[src/rtl/servo_meas_sched.sv]
// servo_meas_sched: per-frame XADC DRP feedback reads plus 50 Hz pan/tilt servo PWM
module servo_meas_sched #(
  parameter logic [6:0] AUX_A_ADDR  = 7'h1E,
  parameter logic [6:0] AUX_B_ADDR  = 7'h16,
  parameter int         TIMEOUT_CYC = 1023,
  parameter int         TICK_DIV    = 100,
  parameter int         PERIOD_US   = 20000,
  parameter int         THR_MIN     = 800,
  parameter int         THR_MAX     = 2150
) (
  input  logic        clk,
  input  logic        rst,
  input  logic        vsync_in,
  output logic [6:0]  drp_daddr,
  output logic        drp_den,
  output logic        drp_dwe,
  input  logic [15:0] drp_do,
  input  logic        drp_drdy,
  output logic [15:0] measured_aux_a,
  output logic [15:0] measured_aux_b,
  output logic        meas_valid,
  output logic        meas_timeout,
  input  logic [14:0] pwm_thres_x,
  input  logic [14:0] pwm_thres_y,
  output logic        pwm_x,
  output logic        pwm_y
);
  localparam int TW = TICK_DIV > 1 ? $clog2(TICK_DIV) : 1;
  localparam int CW = $clog2(TIMEOUT_CYC + 1);
  typedef enum logic [2:0] {IDLE, REQ_A, WAIT_A, REQ_B, WAIT_B, DONE} state_t;
  state_t state, state_nx;
  logic s1, s2, s3, vs_edge, pending, waiting, to_hit;
  logic [CW-1:0] to_cnt;
  logic [6:0] addr_q;
  logic [TW-1:0] tick_cnt;
  logic [14:0] us_cnt, shadow_x, shadow_y;
  logic tick_wrap, us_wrap;
  function automatic logic [14:0] clamp(input logic [14:0] t);
    return t < 15'(THR_MIN) ? 15'(THR_MIN) : t > 15'(THR_MAX) ? 15'(THR_MAX) : t;
  endfunction
  assign vs_edge   = s2 & ~s3;
  assign waiting   = state == WAIT_A || state == WAIT_B;
  assign to_hit    = to_cnt == CW'(TIMEOUT_CYC - 1);
  assign drp_den   = state == REQ_A || state == REQ_B;
  assign drp_daddr = state == REQ_A ? AUX_A_ADDR : state == REQ_B ? AUX_B_ADDR : addr_q;
  assign drp_dwe   = 1'b0;
  assign meas_valid = state == DONE;
  assign tick_wrap = tick_cnt == TW'(TICK_DIV - 1);
  assign us_wrap   = tick_wrap && us_cnt == 15'(PERIOD_US - 1);
  // three-flop synchronizer for the asynchronous frame sync
  always_ff @(posedge clk)
    if (rst) {s1, s2, s3} <= 3'b000;
    else {s1, s2, s3} <= {vsync_in, s1, s2};
  // read sequencer state register
  always_ff @(posedge clk)
    if (rst) state <= IDLE;
    else state <= state_nx;
  // next state: each wait ends on drdy or on the timeout, whichever comes first
  always_comb begin
    state_nx = state;
    case (state)
      IDLE:    state_nx = (vs_edge || pending) ? REQ_A : IDLE;
      REQ_A:   state_nx = WAIT_A;
      WAIT_A:  state_nx = (drp_drdy || to_hit) ? REQ_B : WAIT_A;
      REQ_B:   state_nx = WAIT_B;
      WAIT_B:  state_nx = (drp_drdy || to_hit) ? DONE : WAIT_B;
      DONE:    state_nx = IDLE;
      default: state_nx = IDLE;
    endcase
  end
  // measurement capture, timeout counter, sticky timeout flag and one-deep pending frame
  always_ff @(posedge clk)
    if (rst) begin
      addr_q         <= '0;
      pending        <= 1'b0;
      to_cnt         <= '0;
      measured_aux_a <= '0;
      measured_aux_b <= '0;
      meas_timeout   <= 1'b0;
    end else begin
      addr_q         <= drp_daddr;
      pending        <= state == IDLE ? 1'b0 : pending | vs_edge;
      to_cnt         <= drp_den ? '0 : waiting ? to_cnt + 1'b1 : to_cnt;
      measured_aux_a <= (state == WAIT_A && drp_drdy) ? drp_do : measured_aux_a;
      measured_aux_b <= (state == WAIT_B && drp_drdy) ? drp_do : measured_aux_b;
      meas_timeout   <= meas_timeout | (waiting & ~drp_drdy & to_hit);
    end
  // microsecond timebase; shadows reload only at the period boundary so pulses never glitch
  always_ff @(posedge clk)
    if (rst) begin
      tick_cnt <= '0;
      us_cnt   <= '0;
      shadow_x <= 15'd1500;
      shadow_y <= 15'd1500;
      pwm_x    <= 1'b0;
      pwm_y    <= 1'b0;
    end else begin
      tick_cnt <= tick_wrap ? '0 : tick_cnt + 1'b1;
      us_cnt   <= us_wrap ? '0 : tick_wrap ? us_cnt + 1'b1 : us_cnt;
      shadow_x <= us_wrap ? clamp(pwm_thres_x) : shadow_x;
      shadow_y <= us_wrap ? clamp(pwm_thres_y) : shadow_y;
      pwm_x    <= us_cnt < shadow_x;
      pwm_y    <= us_cnt < shadow_y;
    end
endmodule
[config.mk]
export PLATFORM = sky130hd
export DESIGN_NAME = servo_meas_sched
export DESIGN_NICKNAME = d
export VERILOG_FILES = /design/src/rtl/servo_meas_sched.sv
export SDC_FILE = /design/constraint.sdc
export NUM_CORES = 1
export LEC_CHECK = 0
export ABC_AREA = 1
export CAP_MARGIN = 20
export CORE_MARGIN = 10
export CORE_UTILIZATION = 39
export CTS_BUF_LIST = sky130_fd_sc_hd__clkbuf_8
export DETAILED_ROUTE_END_ITERATION = 8
export DONT_BUFFER_PORTS = 1
export GPL_ROUTABILITY_DRIVEN = 0
export SETUP_SLACK_MARGIN = 0.1
export SYNTH_ARGS = -nofsm -noshare
export SYNTH_HDL_FRONTEND = slang
export SYNTH_SLANG_ARGS = --single-unit
[constraint.sdc]
create_clock -name clk -period 2.2 [get_ports clk]
set_input_delay 0.55 -clock clk [delete_from_list [all_inputs] [get_ports clk]]
set_output_delay 0.55 -clock clk [all_outputs]
set_load 0.01 [all_outputs]
======== After elaboration in Yosys (flattened, before gate mapping) ========
Cells that the tools add are included.
word-level totals
  input port bits ......................... 50
  flip-flop bits (word level) ............. 111
  output and inout bits ................... 45
  word-level logic and storage cells ...... 62
cells by class
  reductions and logical operators ........ 12
  $add $sub $neg .......................... 3
  eq/ne operators ......................... 8
  bitwise logic cells ..................... 7
  muxes and demuxes ....................... 10
  magnitude comparators ................... 6
operator list
  cell                                                                    count
  15-bit two-way mux                                                      4
  15-bit by 12-bit > comparator with 1-bit output, second input constant  2
  15-bit by 10-bit < comparator with 1-bit output, second input constant  2
  15-bit < comparator                                                     2
  15-bit by 1-bit adder with 15-bit output, second input constant         1
  15-bit == test, second input constant                                   1
  3-bit case mux with 5 select lines                                      1
  7-bit two-way mux                                                       2
  10-bit by 1-bit adder with 10-bit output, second input constant         1
  10-bit == test, second input constant                                   1
  2-bit OR reduction                                                      4
  7-bit by 1-bit adder with 7-bit output, second input constant           1
  7-bit == test, second input constant                                    1
  3-bit by 2-bit == test with 1-bit output, second input constant         2
  3-bit == test, second input constant                                    2
  1-bit logical OR                                                        4
  1-bit AND                                                               3
  3-bit by 1-bit == test with 1-bit output, second input constant         1
  1-bit logical AND                                                       3
  3-bit logical NOT                                                       1
  1-bit two-way mux                                                       3
  1-bit NOT                                                               2
  1-bit OR                                                                2

======== Longest topological paths before layout ========
  depth after elaboration ................. 5
  mapped depth ............................ 9
  depth with buffers taken out ............ 9

======== Least setup slack after synthesis ========
Ideal clock, no wire load.
  kind .................................... register to output
  start point ............................. reg state[0]
  end point ............................... out drp_daddr[3]
  setup slack ............................. 0.654 ns
  path buffers ............................ 0
  data arrival time ....................... 0.996 ns
  data required time ...................... 1.650 ns
  stages on the path, launching flop included .. 6
  cells stage by stage .................... dfxtp_1 inv_1 nor2_2 inv_1 nand2_1 nand2_1
between the ends
  cells in the longest elaborated chain, start to end .. 3
  elaborated cells on any way between the ends .. 4
  classes of those cells .................. 2 x eq/ne; 2 x mux
ends and longest elaborated chain
  item                                      RTL line  RTL
  start, declared                           31        state_t state, state_nx;
  start signal, assigned                    57        else state <= state_nx;
  3-bit by 2-bit == test with 1-bit output  45        assign drp_daddr = state == REQ_A ? AUX_A_ADDR : state == REQ_B ? AUX_B_ADDR : addr_q;
  7-bit two-way mux                         45
  7-bit two-way mux *                       45
  end, declared                             14        output logic [6:0] drp_daddr,
Mark *: on every way between the ends. The rest lies on a longest branch, timed or not.

======== Worst setup path in the final report ========
Ends and elaborated chain as after synthesis.

==> metrics.cfg <==
[timing]
fin_crit_ns = 1.93
fmax_ghz = 0.517
finalCritPeriodShare = 0.879
drv_slew = 0
rsz0062_at_grt = no
slew_headroom = 0.621
setup_tns_ns = 0
final_hold_viol_count = 0
final-setup-viol-count = 0
worst_pin_slew_ns = 0.567
fin_skew_ns = 0.0102

[floorplanning]
die_h_um = 141
rows = 44
fp.dieArea_um2 = 19900
start_util = 0.396
die_x_um = 141
core_area_um2 = 14400
ios = 95

[routing]
drc = 0
ant_nets = 0
drt_iter0_drc = 311
first_pass_iters = 6
post_drt_wl_per_cell_um = 13.6
vias = 4890
via_per_inst = 4.86
wirelength_um = 13700

[clock_network]
clock_sinks = 111
cts_tree = yes
clock_path_buffers = 2
clock_latency_ns = 0.38
cts_max_level = 3
ctsHoldBuffers = 0
clkTransAtPathRegs_ns = 0.11
post-cts-setup-buffer-count = 0
numCtsBuffers = 9
clockRootBuffer = clkbuf_8

[logic_synthesis]
synth_top_area_share = 0.389
synth_top_area_cell = dfxtp_1
synth_area_leaders = dfxtp_1, nand2_1, nor2_1, ha_1, inv_1
synth.avg_cell_area_um2 = 6.98
ys_seq_elements = 111
yosysWarningCount = 0
synth_seq_area_share = 0.389
syn_inst = 818
synth_area_um2 = 5710
synth.distinct_cells = 35
syn_nets = 900

[power]
internal-power_mw = 2.62
seqPwrFrac = 0.594
power_density_nw_per_um2 = 571
ir_drop_mv = 0.372
power_frac_comb = 0.041
p_leak_nw = 2.61
clockPowerShare = 0.365
sw_frac_of_total = 0.246
switchingPower_mw = 0.855

[finish]
num-nets-final = 899
drive_above_1_share = 0.0839
syn2layout_area_growth_pct = 6.67
finish.utilization = 0.422
diodes = 0

[critical_path]
critical_path.startpoint_type = flip-flop
crit_required_ns = 1.65
critPathArrivalTime_ns = 1.38
worst_setup_path_end_kind = output pin
worstPathMaxFanout = 8
critPathKind = flip-flop to output pin

[grt]
grt_usage = 0.138
grt_antenna_before_repair = 0
grt_max_degree = 45
grt_pass1_wl_um = 23100
grt_pass1_vias = 4583
grt_overflow = 0

[run]
cap_violations = 0

[hold_path]
hp-class = input pin to flip-flop

[run_status]
status = finished, final reports clean

[place]
port_buffers = 0
dpl.hpwl_um = 10400

cell type report:
class | count | area [um2]
clock inverter | 7 | 78.8
tap | 184 | 230
multi-input combinational | 578 | 2960
timing repair buffer | 7 | 52.6
clock buffer | 9 | 124
fill | 1547 | 8340
sequential | 111 | 2220
inverter | 110 | 415
sequential cells by signal, summed over array words and instances, names as in the netlist:
register,count
state,3
addr_q,7
measured_aux_a,16
pwm_y,1
us_cnt,15
s2,1
pwm_x,1
pending,1
shadow_y,15
tick_cnt,7
s3,1
measured_aux_b,16
to_cnt,10
shadow_x,15
s1,1
meas_timeout,1
layer usage:
layer,GRT usage,vias to the layer above,wire [um]
li1,-,2601,-
met1,0.183,2180,6560
met2,0.206,100,5990
met3,0.0507,9,1050
met4,0.0386,0,137
met5,0,-,0
critical path, stage by stage (launching register included):
cell and delay (ns):
dfxtp_2 0.35, inv_1 0.09, nor2_4 0.26, inv_2 0.11, nand2_1 0.09, nand2_1 0.10
placed cells by master, fill, tap and decap left out, drive strengths merged, types with 3 or more instances in the layout:
master / count
buf: 7
nor3: 9
o21ai: 39
inv: 112
nand4: 12
nor2: 135
xor2: 6
dfxtp: 111
nand3b: 3
a21oi: 79
nand3: 61
nand2: 195
ha: 32
clkbuf: 9
or2: 4
clkinv: 3
path summary, 6_finish.rpt:
kind	start	end	slack, ns	cells past startpoint
worst max-delay path	state[0]	drp_daddr[3]	0.27	5
worst max register to register	tick_cnt[0]	us_cnt[2]	0.41	9
worst min register to register	s1	s2	0.40	2
worst min-delay path	rst	measured_aux_b[15]	0.21	1
power by group through the flow:
stage / Clock (mW) / Combinational, mW / Sequential [mW]
after floorplan: 0 / 0.137 / 2.11
after global placement: 0 / 0.141 / 2.11
after detailed placement: 0 / 0.143 / 2.11
after CTS: 1.31 / 0.143 / 2.07
after global routing: 1.38 / 0.166 / 2.07
final: 1.27 / 0.142 / 2.07
per-stage QoR:
stage / power (mW) / hold slack, ns / setup slack (ns) / area (um2) / std cells
after floorplan: 2.24 / 0.388 / 0.654 / 5710 / 818
after global placement: 2.25 / 0.395 / 0.434 / 5880 / 990
after detailed placement: 2.26 / 0.401 / 0.412 / 5880 / 990
after CTS: 3.52 / 0.195 / 0.154 / 6090 / 1006
after global routing: 3.62 / 0.185 / 0.128 / 6090 / 1006
final: 3.48 / 0.214 / 0.266 / 6090 / 1006
kinds of logic (layout without fill, tap and decap cells):
family / count (synthesis) / in the layout / synth area share
other cells: 1 / 1 / 0.000657
buf+inv: 129 / 133 / 0.0923
xor+xnor: 7 / 7 / 0.0107
fa+ha+maj: 32 / 32 / 0.0702
compound gates: 119 / 119 / 0.111
simple gates: 419 / 419 / 0.325
flops: 111 / 111 / 0.389
repair_timing:
item | CTS | global route
setup endpoints to repair | 4 | 2
pin swaps | 0 | 1
resized for setup | 1 | 2
cells in the mapped netlist (all sizes together):
master,n
nand2,195
nor2,135
dfxtp,111
inv,108
a21oi,79
nand3,61
o21ai,39
ha,32
nand4,12
buf,10
clkbuf,9
nor3,9
xor2,6
or2,4
nand3b,3
clkinv,2
conb,1
o21a,1
xnor2,1
Note: power is estimated with default switching activity, not from simulation.
